## src/rtl/mem_arbiter_pkg.sv

```systemverilog
// Shared definitions for the LSU-to-memory arbiter: channel FSM encoding and
// the consumer index width helper.
package mem_arbiter_pkg;

    localparam int STATE_BITS = 3;

    typedef logic [STATE_BITS-1:0] ch_state_t;

    localparam ch_state_t ST_IDLE           = 3'd0;
    localparam ch_state_t ST_READ_WAITING   = 3'd1;
    localparam ch_state_t ST_WRITE_WAITING  = 3'd2;
    localparam ch_state_t ST_READ_RELAYING  = 3'd3;
    localparam ch_state_t ST_WRITE_RELAYING = 3'd4;

    // Index width for n consumers; never narrower than one bit.
    function automatic int clog2(input int n);
        int w;
        w = 1;
        while ((1 << w) < n) w = w + 1;
        return w;
    endfunction

endpackage

```

## src/rtl/mem_channel.sv

```systemverilog
// One memory channel: owns a single consumer transaction from grant through
// the memory handshake until the consumer releases its valid.
module mem_channel
    import mem_arbiter_pkg::*;
#(
    parameter int ADDR_BITS = 8,
    parameter int DATA_BITS = 8,
    parameter int IDX_BITS  = 2
) (
    input  logic                  clk,
    input  logic                  reset,
    input  logic                  i_grant,
    input  logic [IDX_BITS-1:0]   i_grant_index,
    input  logic                  i_grant_is_write,
    input  logic [ADDR_BITS-1:0]  i_grant_address,
    input  logic [DATA_BITS-1:0]  i_grant_data,
    input  logic                  i_owner_read_valid,
    input  logic                  i_owner_write_valid,
    input  logic                  i_mem_read_ready,
    input  logic                  i_mem_write_ready,
    output logic                  o_mem_read_valid,
    output logic                  o_mem_write_valid,
    output logic [ADDR_BITS-1:0]  o_mem_address,
    output logic [DATA_BITS-1:0]  o_mem_write_data,
    output logic [IDX_BITS-1:0]   o_owner,
    output logic                  o_read_ready,
    output logic                  o_write_ready,
    output logic                  o_read_capture,
    output logic                  o_release,
    output logic                  o_idle,
    output logic [STATE_BITS-1:0] o_state
);

    ch_state_t             r_state;
    ch_state_t             w_next_state;
    logic [IDX_BITS-1:0]   r_owner;
    logic [ADDR_BITS-1:0]  r_address;
    logic [DATA_BITS-1:0]  r_data;

    always_ff @(posedge clk or negedge reset) begin
        if (!reset) begin
            r_state <= ST_IDLE;
        end else begin
            r_state <= w_next_state;
        end
    end

    always_comb begin
        w_next_state = r_state;
        case (r_state)
            ST_IDLE:           if (i_grant) w_next_state = i_grant_is_write ? ST_WRITE_WAITING
                                                                            : ST_READ_WAITING;
            ST_READ_WAITING:   if (i_mem_read_ready)     w_next_state = ST_READ_RELAYING;
            ST_WRITE_WAITING:  if (i_mem_write_ready)    w_next_state = ST_WRITE_RELAYING;
            ST_READ_RELAYING:  if (!i_owner_read_valid)  w_next_state = ST_IDLE;
            ST_WRITE_RELAYING: if (!i_owner_write_valid) w_next_state = ST_IDLE;
            default:           w_next_state = ST_IDLE;
        endcase
    end

    // Valid/ready: a request stays valid until its ready is seen; ready is held
    // toward the consumer until that consumer's valid falls, which frees the channel.
    always_comb begin
        o_mem_read_valid  = (r_state == ST_READ_WAITING);
        o_mem_write_valid = (r_state == ST_WRITE_WAITING);
        o_read_ready      = (r_state == ST_READ_RELAYING);
        o_write_ready     = (r_state == ST_WRITE_RELAYING);
        o_read_capture    = (r_state == ST_READ_WAITING) && i_mem_read_ready;
        o_release         = ((r_state == ST_READ_RELAYING)  && !i_owner_read_valid) ||
                            ((r_state == ST_WRITE_RELAYING) && !i_owner_write_valid);
        o_idle            = (r_state == ST_IDLE);
    end

    always_ff @(posedge clk or negedge reset) begin
        if (!reset) begin
            r_owner   <= '0;
            r_address <= '0;
            r_data    <= '0;
        end else if ((r_state == ST_IDLE) && i_grant) begin
            r_owner   <= i_grant_index;
            r_address <= i_grant_address;
            r_data    <= i_grant_data;
        end
    end

    assign o_mem_address    = r_address;
    assign o_mem_write_data = r_data;
    assign o_owner          = r_owner;
    assign o_state          = r_state;

endmodule

```

## src/rtl/mem_arbiter.sv

```systemverilog
// Round-robin arbiter sharing NUM_CHANNELS memory channels among NUM_CONSUMERS
// LSU read/write requesters.
module mem_arbiter
    import mem_arbiter_pkg::*;
#(
    parameter int ADDR_BITS     = 8,
    parameter int DATA_BITS     = 8,
    parameter int NUM_CONSUMERS = 4,
    parameter int NUM_CHANNELS  = 1
) (
    input  logic                               clk,
    input  logic                               reset,
    input  logic [NUM_CONSUMERS-1:0]           consumer_read_valid,
    input  logic [NUM_CONSUMERS*ADDR_BITS-1:0] consumer_read_address,
    output logic [NUM_CONSUMERS-1:0]           consumer_read_ready,
    output logic [NUM_CONSUMERS*DATA_BITS-1:0] consumer_read_data,
    input  logic [NUM_CONSUMERS-1:0]           consumer_write_valid,
    input  logic [NUM_CONSUMERS*ADDR_BITS-1:0] consumer_write_address,
    input  logic [NUM_CONSUMERS*DATA_BITS-1:0] consumer_write_data,
    output logic [NUM_CONSUMERS-1:0]           consumer_write_ready,
    output logic [NUM_CHANNELS-1:0]            mem_read_valid,
    output logic [NUM_CHANNELS*ADDR_BITS-1:0]  mem_read_address,
    input  logic [NUM_CHANNELS-1:0]            mem_read_ready,
    input  logic [NUM_CHANNELS*DATA_BITS-1:0]  mem_read_data,
    output logic [NUM_CHANNELS-1:0]            mem_write_valid,
    output logic [NUM_CHANNELS*ADDR_BITS-1:0]  mem_write_address,
    output logic [NUM_CHANNELS*DATA_BITS-1:0]  mem_write_data,
    input  logic [NUM_CHANNELS-1:0]            mem_write_ready
);

    localparam int IDX_BITS = clog2(NUM_CONSUMERS);

    logic [IDX_BITS-1:0]      r_rr_ptr;
    logic [NUM_CONSUMERS-1:0] r_claimed;
    logic [DATA_BITS-1:0]     r_read_data [NUM_CONSUMERS];

    logic [ADDR_BITS-1:0]     w_rd_addr [NUM_CONSUMERS];
    logic [ADDR_BITS-1:0]     w_wr_addr [NUM_CONSUMERS];
    logic [DATA_BITS-1:0]     w_wr_data [NUM_CONSUMERS];
    logic [NUM_CONSUMERS-1:0] w_eligible;
    logic [NUM_CONSUMERS-1:0] w_taken;
    logic [NUM_CONSUMERS-1:0] w_clr_mask;
    logic [IDX_BITS:0]        w_sum;
    logic [IDX_BITS-1:0]      w_scan;
    logic                     w_any_grant;
    logic [IDX_BITS-1:0]      w_last_index;

    logic                     w_grant          [NUM_CHANNELS];
    logic [IDX_BITS-1:0]      w_grant_index    [NUM_CHANNELS];
    logic                     w_grant_is_write [NUM_CHANNELS];
    logic [ADDR_BITS-1:0]     w_grant_address  [NUM_CHANNELS];
    logic [DATA_BITS-1:0]     w_grant_data     [NUM_CHANNELS];
    logic                     w_idle           [NUM_CHANNELS];
    logic [IDX_BITS-1:0]      w_owner          [NUM_CHANNELS];
    logic                     w_read_ready     [NUM_CHANNELS];
    logic                     w_write_ready    [NUM_CHANNELS];
    logic                     w_read_capture   [NUM_CHANNELS];
    logic                     w_release        [NUM_CHANNELS];

    genvar c, ch;
    generate
        for (c = 0; c < NUM_CONSUMERS; c++) begin : g_cons
            assign w_rd_addr[c] = consumer_read_address[c*ADDR_BITS +: ADDR_BITS];
            assign w_wr_addr[c] = consumer_write_address[c*ADDR_BITS +: ADDR_BITS];
            assign w_wr_data[c] = consumer_write_data[c*DATA_BITS +: DATA_BITS];
            assign consumer_read_data[c*DATA_BITS +: DATA_BITS] = r_read_data[c];
        end
    endgenerate

    assign w_eligible = (consumer_read_valid | consumer_write_valid) & ~r_claimed;

    // Channels pick in index order; w_taken hides a consumer from later channels.
    always_comb begin
        w_taken      = '0;
        w_sum        = '0;
        w_scan       = '0;
        w_any_grant  = 1'b0;
        w_last_index = '0;
        for (int k = 0; k < NUM_CHANNELS; k++) begin
            w_grant[k]          = 1'b0;
            w_grant_index[k]    = '0;
            w_grant_is_write[k] = 1'b0;
            w_grant_address[k]  = '0;
            w_grant_data[k]     = '0;
            if (w_idle[k]) begin
                for (int i = 0; i < NUM_CONSUMERS; i++) begin
                    w_sum = {1'b0, r_rr_ptr} + (IDX_BITS+1)'(i);
                    if (w_sum >= (IDX_BITS+1)'(NUM_CONSUMERS))
                        w_sum = w_sum - (IDX_BITS+1)'(NUM_CONSUMERS);
                    w_scan = w_sum[IDX_BITS-1:0];
                    if (!w_grant[k] && w_eligible[w_scan] && !w_taken[w_scan]) begin
                        w_grant[k]          = 1'b1;
                        w_grant_index[k]    = w_scan;
                        w_grant_is_write[k] = !consumer_read_valid[w_scan];
                        w_grant_address[k]  = consumer_read_valid[w_scan] ? w_rd_addr[w_scan]
                                                                          : w_wr_addr[w_scan];
                        w_grant_data[k]     = w_wr_data[w_scan];
                    end
                end
            end
            if (w_grant[k]) begin
                w_taken[w_grant_index[k]] = 1'b1;
                w_any_grant               = 1'b1;
                w_last_index              = w_grant_index[k];
            end
        end
    end

    always_comb begin
        w_clr_mask           = '0;
        consumer_read_ready  = '0;
        consumer_write_ready = '0;
        for (int k = 0; k < NUM_CHANNELS; k++) begin
            if (w_release[k])     w_clr_mask[w_owner[k]]           = 1'b1;
            if (w_read_ready[k])  consumer_read_ready[w_owner[k]]  = 1'b1;
            if (w_write_ready[k]) consumer_write_ready[w_owner[k]] = 1'b1;
        end
    end

    always_ff @(posedge clk or negedge reset) begin
        if (!reset) begin
            r_rr_ptr  <= '0;
            r_claimed <= '0;
        end else begin
            r_claimed <= (r_claimed | w_taken) & ~w_clr_mask;
            if (w_any_grant)
                r_rr_ptr <= (w_last_index == IDX_BITS'(NUM_CONSUMERS-1)) ? '0
                                                                         : w_last_index + 1'b1;
        end
    end

    always_ff @(posedge clk or negedge reset) begin
        if (!reset) begin
            for (int i = 0; i < NUM_CONSUMERS; i++) r_read_data[i] <= '0;
        end else begin
            for (int k = 0; k < NUM_CHANNELS; k++)
                if (w_read_capture[k])
                    r_read_data[w_owner[k]] <= mem_read_data[k*DATA_BITS +: DATA_BITS];
        end
    end

    generate
        for (ch = 0; ch < NUM_CHANNELS; ch++) begin : g_ch
            logic [ADDR_BITS-1:0]  w_mem_address;
            logic [STATE_BITS-1:0] w_state;
            logic                  w_owner_rv;
            logic                  w_owner_wv;

            assign w_owner_rv = consumer_read_valid[w_owner[ch]];
            assign w_owner_wv = consumer_write_valid[w_owner[ch]];
            assign mem_read_address[ch*ADDR_BITS +: ADDR_BITS]  = w_mem_address;
            assign mem_write_address[ch*ADDR_BITS +: ADDR_BITS] = w_mem_address;

            mem_channel #(
                .ADDR_BITS (ADDR_BITS),
                .DATA_BITS (DATA_BITS),
                .IDX_BITS  (IDX_BITS)
            ) u_channel (
                .clk                 (clk),
                .reset               (reset),
                .i_grant             (w_grant[ch]),
                .i_grant_index       (w_grant_index[ch]),
                .i_grant_is_write    (w_grant_is_write[ch]),
                .i_grant_address     (w_grant_address[ch]),
                .i_grant_data        (w_grant_data[ch]),
                .i_owner_read_valid  (w_owner_rv),
                .i_owner_write_valid (w_owner_wv),
                .i_mem_read_ready    (mem_read_ready[ch]),
                .i_mem_write_ready   (mem_write_ready[ch]),
                .o_mem_read_valid    (mem_read_valid[ch]),
                .o_mem_write_valid   (mem_write_valid[ch]),
                .o_mem_address       (w_mem_address),
                .o_mem_write_data    (mem_write_data[ch*DATA_BITS +: DATA_BITS]),
                .o_owner             (w_owner[ch]),
                .o_read_ready        (w_read_ready[ch]),
                .o_write_ready       (w_write_ready[ch]),
                .o_read_capture      (w_read_capture[ch]),
                .o_release           (w_release[ch]),
                .o_idle              (w_idle[ch]),
                .o_state             (w_state)
            );
        end
    endgenerate

endmodule

```

## config.mk

```make
export PLATFORM = sky130hd
export DESIGN_NAME = mem_arbiter
export DESIGN_NICKNAME = d
export VERILOG_FILES = /design/src/rtl/mem_arbiter_pkg.sv /design/src/rtl/mem_channel.sv /design/src/rtl/mem_arbiter.sv
export SDC_FILE = /design/constraint.sdc
export NUM_CORES = 1
export LEC_CHECK = 0
export ABC_CLOCK_PERIOD_IN_PS = 4800
export BUFFER_PORTS_ARGS = -buffer_cell sky130_fd_sc_hd__buf_2
export CAP_MARGIN = 20
export CORE_ASPECT_RATIO = 1.5
export CORE_UTILIZATION = 52
export DETAILED_ROUTE_END_ITERATION = 10
export PLACE_DENSITY = 0.88
export SYNTH_ARGS = -nofsm -noshare
export SYNTH_HDL_FRONTEND = slang
export SYNTH_SLANG_ARGS = --single-unit
```

## constraint.sdc

```tcl
create_clock -name clk -period 4.8 [get_ports clk]
set_input_delay 0.24 -clock clk [delete_from_list [all_inputs] [get_ports clk]]
set_output_delay 0.24 -clock clk [all_outputs]
set_load 0.02 [all_outputs]
```

-- After elaboration in Yosys (flattened, before gate mapping)
Index checks and enable logic that the tools add are counted.
- word-level logic and storage cells: 212
- input port bits: 116
- bits in registers: 59
- mux-type cells: 125
- reduce and logical (&&, ||, !) cells: 30
- order comparisons: 18
- equal/unequal tests: 10
- bitwise gates (word level): 11
- add/subtract/negate cells: 8
- operators with widths (kind ; count):
    two-way mux 8 bit ; 39
    binary-select mux 8 bit (select 2 bit) ; 12
    bitwise mux 32 bit ; 1
    two-way mux 2 bit ; 16
    two-way mux 1 bit ; 30
    binary-select mux 1 bit (select 2 bit) ; 14
    greater-or-equal comparator 3 bit, second input constant ; 8
    less-than comparator 2 x 3 -> 1 bit, second input constant ; 6
    demux 8 bit (select 2 bit) ; 1
    two-way mux 4 bit ; 4
    two-way mux 3 bit ; 5
    inverter 2 -> 3 bit ; 5
    one-hot mux 3 bit (5 select lines) ; 1
    logical AND 1 bit ; 14
    zero test 1 bit ; 13
    bitwise AND 4 bit ; 2
    inverter 4 bit ; 2
    bitwise OR 4 bit ; 2
    subtractor 2 x 1 -> 2 bit, second input constant ; 4
    adder 2 x 2 -> 3 bit, second input constant ; 2
    == test 3 x 2 -> 1 bit, second input constant ; 2
    != test 2 x 1 -> 1 bit, second input constant ; 3
    AND reduction 5 bit ; 1
    demux 1 bit (select 2 bit) ; 2
    11 further kinds ; 13

-- Depth between registers and ports, before layout
Gate-level depths: netlist of run 1.
- word-level depth: 31
- gate-level depth with buffers: 10
- depth with buffers taken out: 6

-- Cells and area by module
Synthesis of run 1 repeated with hierarchy kept, for this count alone.
- cell total of the unflattened synthesis: 513
- area total of the unflattened synthesis: 5992.0 µm²
- modules (own cells, without submodules) (module ; cells an instance ; area each (µm²) ; times used):
    mem_arbiter ; 447 ; 5077.4 ; 1
    mem_channel ; 66 ; 914.6 ; 1

-- Worst setup path after synthesis of run 1
OpenSTA, ideal clock, no wires.
- path kind: reg-to-reg
- start: register r_rr_ptr[0]
- end: register g_ch[0].u_channel.r_address[6]
- cell stages (with the launch flop): 8
- data required time: 4.676 ns
- arrival time: 1.862 ns
- buffers on the path: 3
- period minus slack after synthesis: 1.986 ns
- slack: 2.814 ns
- path through: dfrtp_1 buf_4 buf_4 buf_4 a21oi_2 mux2i_1 o22ai_1 o31a_1
- word-level cells in the longest chain between the ends: 25
- elaborated cells between the ends (all ways): 103
- classes of those cells: 7 x add/sub; 4 x order compare; 73 x mux; 4 x bitwise; 15 x reduce/logical
- RTL lines (item ; RTL line ; text):
    start, declared ; mem_arbiter.sv:33 ; logic [IDX_BITS-1:0] r_rr_ptr;
    start signal, assigned ; mem_arbiter.sv:127 ; r_rr_ptr <= (w_last_index == IDX_BITS'(NUM_CONSUMERS-1)) ? '0
    greater-or-equal comparator 2 x 3 -> 1 bit or subtractor 2 x 1 -> 2 bit (tied branches) ; mem_arbiter.sv:88, mem_arbiter.sv:89 ;
    two-way mux 2 bit ; mem_arbiter.sv:88 ; if (w_sum >= (IDX_BITS+1)'(NUM_CONSUMERS))
    two-way mux 2 bit ; mem_arbiter.sv:85 ; if (w_idle[k]) begin
    binary-select mux 1 bit (select 2 bit) ; mem_arbiter.sv:91 ; if (!w_grant[k] && w_eligible[w_scan] && !w_taken[w_scan]) begin
    two-way mux 1 bit (not written as such) ; mem_arbiter.sv:91 ;
    zero test 1 bit ; mem_arbiter.sv:91 ;
    logical AND 1 bit ; mem_arbiter.sv:91 ;
    two-way mux 1 bit ; mem_arbiter.sv:91 ;
    [... 7 more ...] ; -- ;
    logical AND 1 bit (2 in a row) ; mem_arbiter.sv:91 ;
    two-way mux 1 bit ; mem_arbiter.sv:91 ;
    two-way mux 1 bit ; mem_arbiter.sv:85 ;
    zero test 1 bit ; mem_arbiter.sv:91 ;
    logical AND 1 bit (2 in a row) ; mem_arbiter.sv:91 ;
    two-way mux 1 bit ; mem_arbiter.sv:91 ;
    two-way mux 1 bit ; mem_arbiter.sv:85 ;
    logical AND 1 bit ; mem_channel.sv:79 ; end else if ((r_state == ST_IDLE) && i_grant) begin
    end signal, assigned ; mem_channel.sv:81 ; r_address <= i_grant_address;
    end, declared ; mem_channel.sv:37 ; logic [ADDR_BITS-1:0] r_address;
Several ways; a longest one is shown, not always the timed one. The select of a mux whose other input is x is not followed.
A chain may end at the register's enable or synchronous reset.

-- Final worst setup path of run 1
- start: register r_rr_ptr[1]
- end: register g_ch[0].u_channel.r_address[6]
The elaborated chain is that of the path after synthesis.

==> summary.md, run 1 <==
| Metric | Value |
|---|---|
| Outcome | finished clean |
| Nets | 809 |
| Reported max-cap violation count | 0 |
| Drt first-iter violations | 455 |
| Syn_nets | 664 |
| Post-synth EDFFs | 0 |
| Setup bufs post-CTS | 0 |
| Max clock buf depth | 2 |
| Crit share post-route | 72.6% |
| Die Area | 11400 µm² |
| Worst hold path type | in2async |
| Antenna violations before repair | 0 |
| Resized Gates After CTS | 0 |
| Hpwl dp | 12200 µm |
| FF-to-FF setup slack | 1.32 ns |
| Row Count | 46 |
| Unique masters post-synth | 55 |
| Worst-path fanout max | 59 |
| Clock share of power | 13.5% |
| Buffers on Ports | 181 |
| Psw | 2.36 mW |
| Tmin final | 3.48 ns |
| Register area share after synthesis | 25.8% |
| Clock Pin Slew Worst Setup and Hold Paths | 0.06 ns |
| Detailed-route via count | 5561 |
| Fmax | 287 MHz |
| Startpoint types | flop |
| Clk_skew | 0.00686 ns |
| Core area | 10600 µm² |
| Inst Count DP | 825 |
| CTS Hold Bufs | 0 |
| Drt drc | 0 |
| Kind of critical path | reg2reg |
| Final wirelength | 17100 µm |
| RR Startpoint | r_rr_ptr[1] |
| Worst path arrival time | 3.70 ns |
| Reg2reg end | g_ch[0].u_channel.o_mem_address[6] |
| RD Place Congestion | 0.896 |
| Die width | 87.7 µm |
| Switching part of the total | 47.3% |
| Flops & latches, synth | 59 |
| Maximum vdd drop | 433 µV |
| Pwr Density | 728 nW/µm² |
| Setup_tns | 0 ns |
| Part of the power in combinational logic | 65.5% |
| Clock sinks | 59 |
| Ys Warns | 0 |
| CP endpoint kind | flop |
| # diodes | 0 |
| Setup ws final | 1.32 ns |
| CTS Buf Count | 9 |
| Required time of the critical path | 5.01 ns |
| CTS H-tree lvls | 3 |
| Final hold violations | 0 |
| Final ANT Viol Nets | 0 |
| Pleak | 3.13 nW |
| Largest net degree at the start of global routing | 89 |
| Power Internal | 2.63 mW |
| Vias in the first global route | 5727 |
| Final slew viol count | 0 |
| Initial core utilization | 53.8% |
| Num ports | 182 |
| Asr flop ratio synth | 100% |
| WL/cell | 20.3 µm |
| CTS root buf | clkbuf_16 |
| Gr usage total | 29.4% |
| Vias per inst | 6.60 |
| First-pass GRT wire length | 26500 µm |
| Synthesized area per cell | 10.4 µm² |
| RSZ-0062 raised after global routing | false |
| Max_slew headroom | 27.9% |
| Worst-skew pair later-pin latency | 0.33 ns |
| Cell count after synthesis | 548 |
| Final setup violating endpoints | 0 |
| TritonCTS clock tree | yes |
| Reg power frac | 21.0% |
| Layout cells sized above 1 | 45.3% |
| R2R cell count | 7 |
| Area growth from synthesis to layout | 19.7% |
| Finished Layout Cells | 842 |
| Slew @ Worst Pin | 1.08 ns |
| Die H | 131 µm |
| Drt first pass iters | 5 |
| Synth Flop Type | dfrtp_1 |
| Setup WS pre-CTS | 1.34 ns |
| Gr ovfl total | 0 |
| Mapped Area | 5730 µm² |
==> power groups by stage <==
stage | registers, mW | clock network, mW | logic [mW]
3_5_place_dp | 1.16 | 0 | 3.08
3_3_place_gp | 1.12 | 0 | 2.96
6_report | 1.05 | 0.673 | 3.27
4_1_cts | 1.15 | 0.675 | 3.10
5_1_grt | 1.09 | 0.698 | 3.50
2_1_floorplan | 1.14 | 0 | 2.45
==> worst max path at each step <==
stage                     start                                  to  cells after the start
finish              r_rr_ptr[1]  g_ch[0].u_channel.o_mem_address[6]                      7
global route        r_rr_ptr[1]  g_ch[0].u_channel.o_mem_address[6]                      7
CTS                 r_rr_ptr[1]  g_ch[0].u_channel.o_mem_address[6]                      7
detailed placement  r_rr_ptr[1]  g_ch[0].u_channel.o_mem_address[0]                      7
global placement    r_rr_ptr[1]  g_ch[0].u_channel.o_mem_address[6]                      7
floorplan           r_rr_ptr[0]  g_ch[0].u_channel.o_mem_address[6]                      7
==> cell families after synthesis <==
family	after synthesis	share of synthesized area, %
AND/OR/NAND/NOR	130	10.5
multiplexers	167	41.6
buffers and inverters	57	6.12
flip-flops	59	25.8
AO/OA/AOI/OAI	135	16.1
==> per-layer routing <==
layer | part of all wire (%) | routed length, µm | GRT usage [%] | up-vias
met3 | 8.7 | 1490 | 6.53 | 73
met2 | 52 | 8910 | 51.9 | 380
li1 | - | - | - | 2439
met5 | 0 | 0 | 0 | -
met1 | 35 | 6050 | 31.9 | 2669
met4 | 4.0 | 680 | 18.0 | 0
==> stage by stage <==
| step | util, % | area [µm²] | hold WS, ns | power (mW) |
|---|---|---|---|---|
| global route | 64.4 | 6850 | 0.138 | 5.29 |
| detailed placement | 61.2 | 6520 | 0.441 | 4.23 |
| floorplan | - | 5730 | -0.0556 | 3.59 |
| finish | 64.4 | 6850 | 0.0689 | 4.99 |
| global placement | 61.2 | 6520 | 0.430 | 4.08 |
| CTS | 64.1 | 6830 | 0.0934 | 4.92 |
==> area by class of cell <==
| type | instances | area (µm²) |
|---|---|---|
| Clock buffer | 9 | 225 |
| Tap cell | 144 | 180 |
| Multi-Input combinational cell | 432 | 3900 |
| Fill cell | 834 | 3790 |
| Clock inverter | 7 | 83.8 |
| Sequential cell | 59 | 1480 |
| Timing Repair Buffer | 186 | 963 |
| Inverter | 5 | 18.8 |
==> worst max-delay path, cell delays in order, from the launching register on <==
cell     delay, ns
dfrtp_4       0.84
buf_4         0.71
mux2i_2       0.41
nor2_1        0.09
a21oi_2       0.57
mux2i_1       0.29
o22ai_1       0.11
o31a_1        0.32
==> placed cells by master, fill, tap and decap left out, drive strengths merged, types with 8 or more instances in the layout <==
cell / instances
o21ai: 28
mux2: 51
a31oi: 9
nor3: 9
dfrtp: 59
mux4: 49
inv: 9
nor2: 42
a21oi: 29
o31a: 8
nand3: 17
clkbuf: 9
a211oi: 9
o22ai: 20
buf: 186
nand2: 36
mux2i: 67
==> flip-flops by register name (all words and copies together) (netlist names) <==
name                             cells
g_ch.u_channel.o_mem_address         8
g_ch.u_channel.o_state               3
g_ch.u_channel.o_owner               2
g_ch.u_channel.o_mem_write_data      8
consumer_read_data                  32
r_rr_ptr                             2
r_claimed                            4
==> Yosys cell counts (5+ instances only) <==
| master | count | share of area [%] |
|---|---|---|
| nor3_1 | 8 | 0.70 |
| o31a_1 | 8 | 1.2 |
| and2_1 | 5 | 0.55 |
| nand3_1 | 17 | 1.5 |
| mux2_2 | 51 | 10 |
| a21oi_1 | 28 | 2.4 |
| o22ai_1 | 20 | 2.2 |
| nor2_1 | 42 | 2.8 |
| buf_4 | 19 | 2.5 |
| mux4_2 | 45 | 18 |
| inv_1 | 5 | 0.33 |
| a31oi_1 | 9 | 0.98 |
| clkbuf_1 | 11 | 0.72 |
| buf_2 | 16 | 1.4 |
| mux2i_1 | 65 | 11 |
| nand2_1 | 36 | 2.4 |
| a211oi_1 | 9 | 1.2 |
| o21ai_0 | 25 | 2.2 |
| dfrtp_1 | 59 | 26 |
| buf_6 | 6 | 1.2 |
Note: power is estimated with default switching activity, not from simulation.
==> run 2, diff against run 1 <==
--- a/config.mk
+++ b/config.mk
@@ -5,7 +5,8 @@
 export SDC_FILE = /design/constraint.sdc
 export NUM_CORES = 1
 export LEC_CHECK = 0
-export ABC_CLOCK_PERIOD_IN_PS = 4800
+export ABC_AREA = 1
+export ABC_CLOCK_PERIOD_IN_PS = 3400
 export BUFFER_PORTS_ARGS = -buffer_cell sky130_fd_sc_hd__buf_2
 export CAP_MARGIN = 20
 export CORE_ASPECT_RATIO = 1.5
==> constraint.sdc (replaced) <==
create_clock -name clk -period 3.4 [get_ports clk]
set_input_delay 0.17 -clock clk [delete_from_list [all_inputs] [get_ports clk]]
set_output_delay 0.17 -clock clk [all_outputs]
set_load 0.02 [all_outputs]
==> run 2 against run 1 <==
Effect of this change:
- power grew 46%
- critical endpoint is now g_ch[0].u_channel.o_mem_address[2]
- die area fell by 0.81%
- via count up 23%
- routed wire length is 2.0% higher
- global-route usage rose by 1.7 points
- register-to-register slack lost 0.66 ns
- fmax rose by 27%
- hold slack better by 0.10 ns
- clock power grew 33%
- highest routed layer unchanged
- cell area is 1.3% lower
- setup slack got worse by 0.66 ns
- utilization decreased by 0.49 points
==> summary.md, run 2 <==
| Metric | Value |
|---|---|
| RR Startpoint | r_rr_ptr[0] |
| Synthesized area per cell | 5.81 µm² |
| Antenna violations before repair | 0 |
| Largest net degree at the start of global routing | 129 |
| Die Area | 11300 µm² |
| Most frequent cells in the layout | nand2_1 (353), o21ai_0 (219), buf_2 (181) |
| Most frequent cell after synthesis | nand2_1 |
| Die width | 87.3 µm |
| # diodes | 0 |
| Final hold violations | 0 |
| Crit share post-route | 80.7% |
| Flops & latches, synth | 59 |
| Design Area, Final | 6770 µm² |
| Max clock buf depth | 2 |
| Tmin final | 2.74 ns |
| Worst path arrival time | 3.01 ns |
| Hpwl dp | 13000 µm |
| Asr flop ratio synth | 100% |
| Cell count after synthesis | 977 |
| Num ports | 182 |
| Startpoint types | flop |
| Final wirelength | 17500 µm |
| WL/cell | 13.9 µm |
| Fillers | 1088 |
| Worst hold path type | in2reg |
| Worst-skew pair later-pin latency | 0.33 ns |
| Pleak | 3.61 nW |
| Final setup violating endpoints | 0 |
| Fmax | 364 MHz |
| Syn_nets | 1093 |
| Commonest non-fill, non-tap cell in the layout | nand2_1 |
| Max reg flops | 32 |
| RD Place Congestion | 0.893 |
| Drt drc | 0 |
| Reg2reg end | g_ch[0].u_channel.o_mem_address[2] |
| Clock share of power | 12.3% |
| RSZ-0062 raised after global routing | false |
| Maximum vdd drop | 567 µV |
| CTS H-tree lvls | 3 |
| Drt first pass iters | 5 |
| Finished Layout Cells | 1259 |
| Reg power frac | 17.7% |
| CTS Hold Bufs | 1 |
| Slew @ Worst Pin | 0.987 ns |
| Synth Flop Type | dfrtp_1 |
| Initial core utilization | 53.6% |
| Psw | 4.11 mW |
| Detailed-route via count | 6828 |
| First-pass GRT wire length | 28000 µm |
| R2R cell count | 11 |
| Worst Setup EP | g_ch[0].u_channel.o_mem_address[2] |
| Part of the power in combinational logic | 70.0% |
| Synth area leaders | dfrtp_1 (26%), nand2_1 (23%), o21ai_0 (19%) |
| Post-synth top area cell | dfrtp_1 |
| Top post-synthesis cells by count | nand2_1 (353), o21ai_0 (219), inv_1 (96), dfrtp_1 (59), o211ai_1 (40) |
| Resized Gates After CTS | 0 |
| Final ANT Viol Nets | 0 |
| Register area share after synthesis | 26.0% |
| Required time of the critical path | 3.66 ns |
| Clock sinks | 59 |
| Post-synth EDFFs | 0 |
| Kind of critical path | reg2reg |
| Nets | 1226 |
| Setup_tns | 0 ns |
| Gr ovfl total | 0 |
| CP endpoint kind | flop |
| Vias per inst | 5.42 |
| Drt first-iter violations | 457 |
| Final slew viol count | 0 |
| Row Count | 46 |
| Area growth from synthesis to layout | 19.1% |
| CTS Buf Count | 9 |
| Clock Pin Slew Worst Setup and Hold Paths | 0.06 ns |
| Mapped Area | 5680 µm² |
| Clk_skew | 0.00689 ns |
| CTS root buf | clkbuf_16 |
| Power Internal | 3.17 mW |
| Switching part of the total | 56.4% |
| Ys Warns | 0 |
| Hold_sp | mem_read_data[4] |
| Yosys top cell area share | 26.0% |
| Unique masters post-synth | 31 |
| Inst Count DP | 1242 |
| Max_slew headroom | 34.2% |
| Worst-path fanout max | 23 |
| FF-to-FF setup slack | 0.66 ns |
| Post-layout util | 63.9% |
| Layout cells sized above 1 | 20.4% |
| Worst setup path startpoint | r_rr_ptr[0] |
| Core area | 10600 µm² |
| Vias in the first global route | 6088 |
| Buffers on Ports | 181 |
| Setup bufs post-CTS | 0 |
| Gr usage total | 31.2% |
| Pwr Density | 1080 nW/µm² |
| Placed Area | 6460 µm² |
| Die H | 130 µm |
| Reported max-cap violation count | 0 |
| Outcome | finished clean |
| TritonCTS clock tree | yes |
## run 2: cells by family after synthesis
group / share of synthesized area [%]
flops: 26.0
buf+inv: 13.2
simple gates: 31.6
compound gates: 29.1
## run 2: final cells by class
type | instances | area (µm²) | area share (%)
Multi-Input combinational cell | 748 | 3450 | 51.0
Sequential cell | 59 | 1480 | 21.9
Timing Repair Buffer | 190 | 976 | 14.4
Inverter | 102 | 385 | 5.70
Clock buffer | 9 | 225 | 3.33
Tap cell | 144 | 180 | 2.66
Clock inverter | 7 | 68.8 | 1.02
## run 2: stage by stage
stage	total power [mW]	setup WS (ns)	hold slack, ns
3_3_place_gp	6.19	0.806	0.216
5_1_grt	8.02	0.448	0.198
2_1_floorplan	5.29	1.58	-0.126
3_5_place_dp	6.31	0.730	0.227
4_1_cts	7.24	0.705	0.154
6_report	7.28	0.656	0.170
## run 2: worst max-delay path, cell delays in order (launching register included)
cell and delay [ns]:
dfrtp_4 0.57, inv_4 0.11, nand2_1 0.06, nand2_2 0.33, inv_2 0.08, nand3_1 0.10
nand2_2 0.10, nor2_1 0.59, inv_1 0.33, o21ai_0 0.24, o21ai_1 0.10, nand2_1 0.07
## run 2: metal layers
metal  wire [µm]  track usage (%)  up-vias
met5           0                0        -
met4         831             17.6        0
met3        1170             5.19       59
met2        8620             55.2      303
met1        6840             35.0     3010
li1            -                -     3456
## run 2: how the worst min path moves through the flow
stage / endpoint / slack [ns] / cells after the start
finish: consumer_read_data[4] / 0.17 / 3
global route: consumer_read_data[25] / 0.20 / 3
CTS: consumer_read_data[4] / 0.15 / 3
detailed placement: consumer_read_data[10] / 0.23 / 1
global placement: consumer_read_data[2] / 0.22 / 1
floorplan: consumer_read_data[0] / -0.13 / 0
## run 2: power by group through the flow
stage,sequential (mW),combinational [mW],clock [mW]
floorplan,1.52,3.77,0
global placement,1.27,4.92,0
detailed placement,1.29,5.02,0
CTS,1.29,5.05,0.903
global route,1.32,5.75,0.942
finish,1.29,5.10,0.895
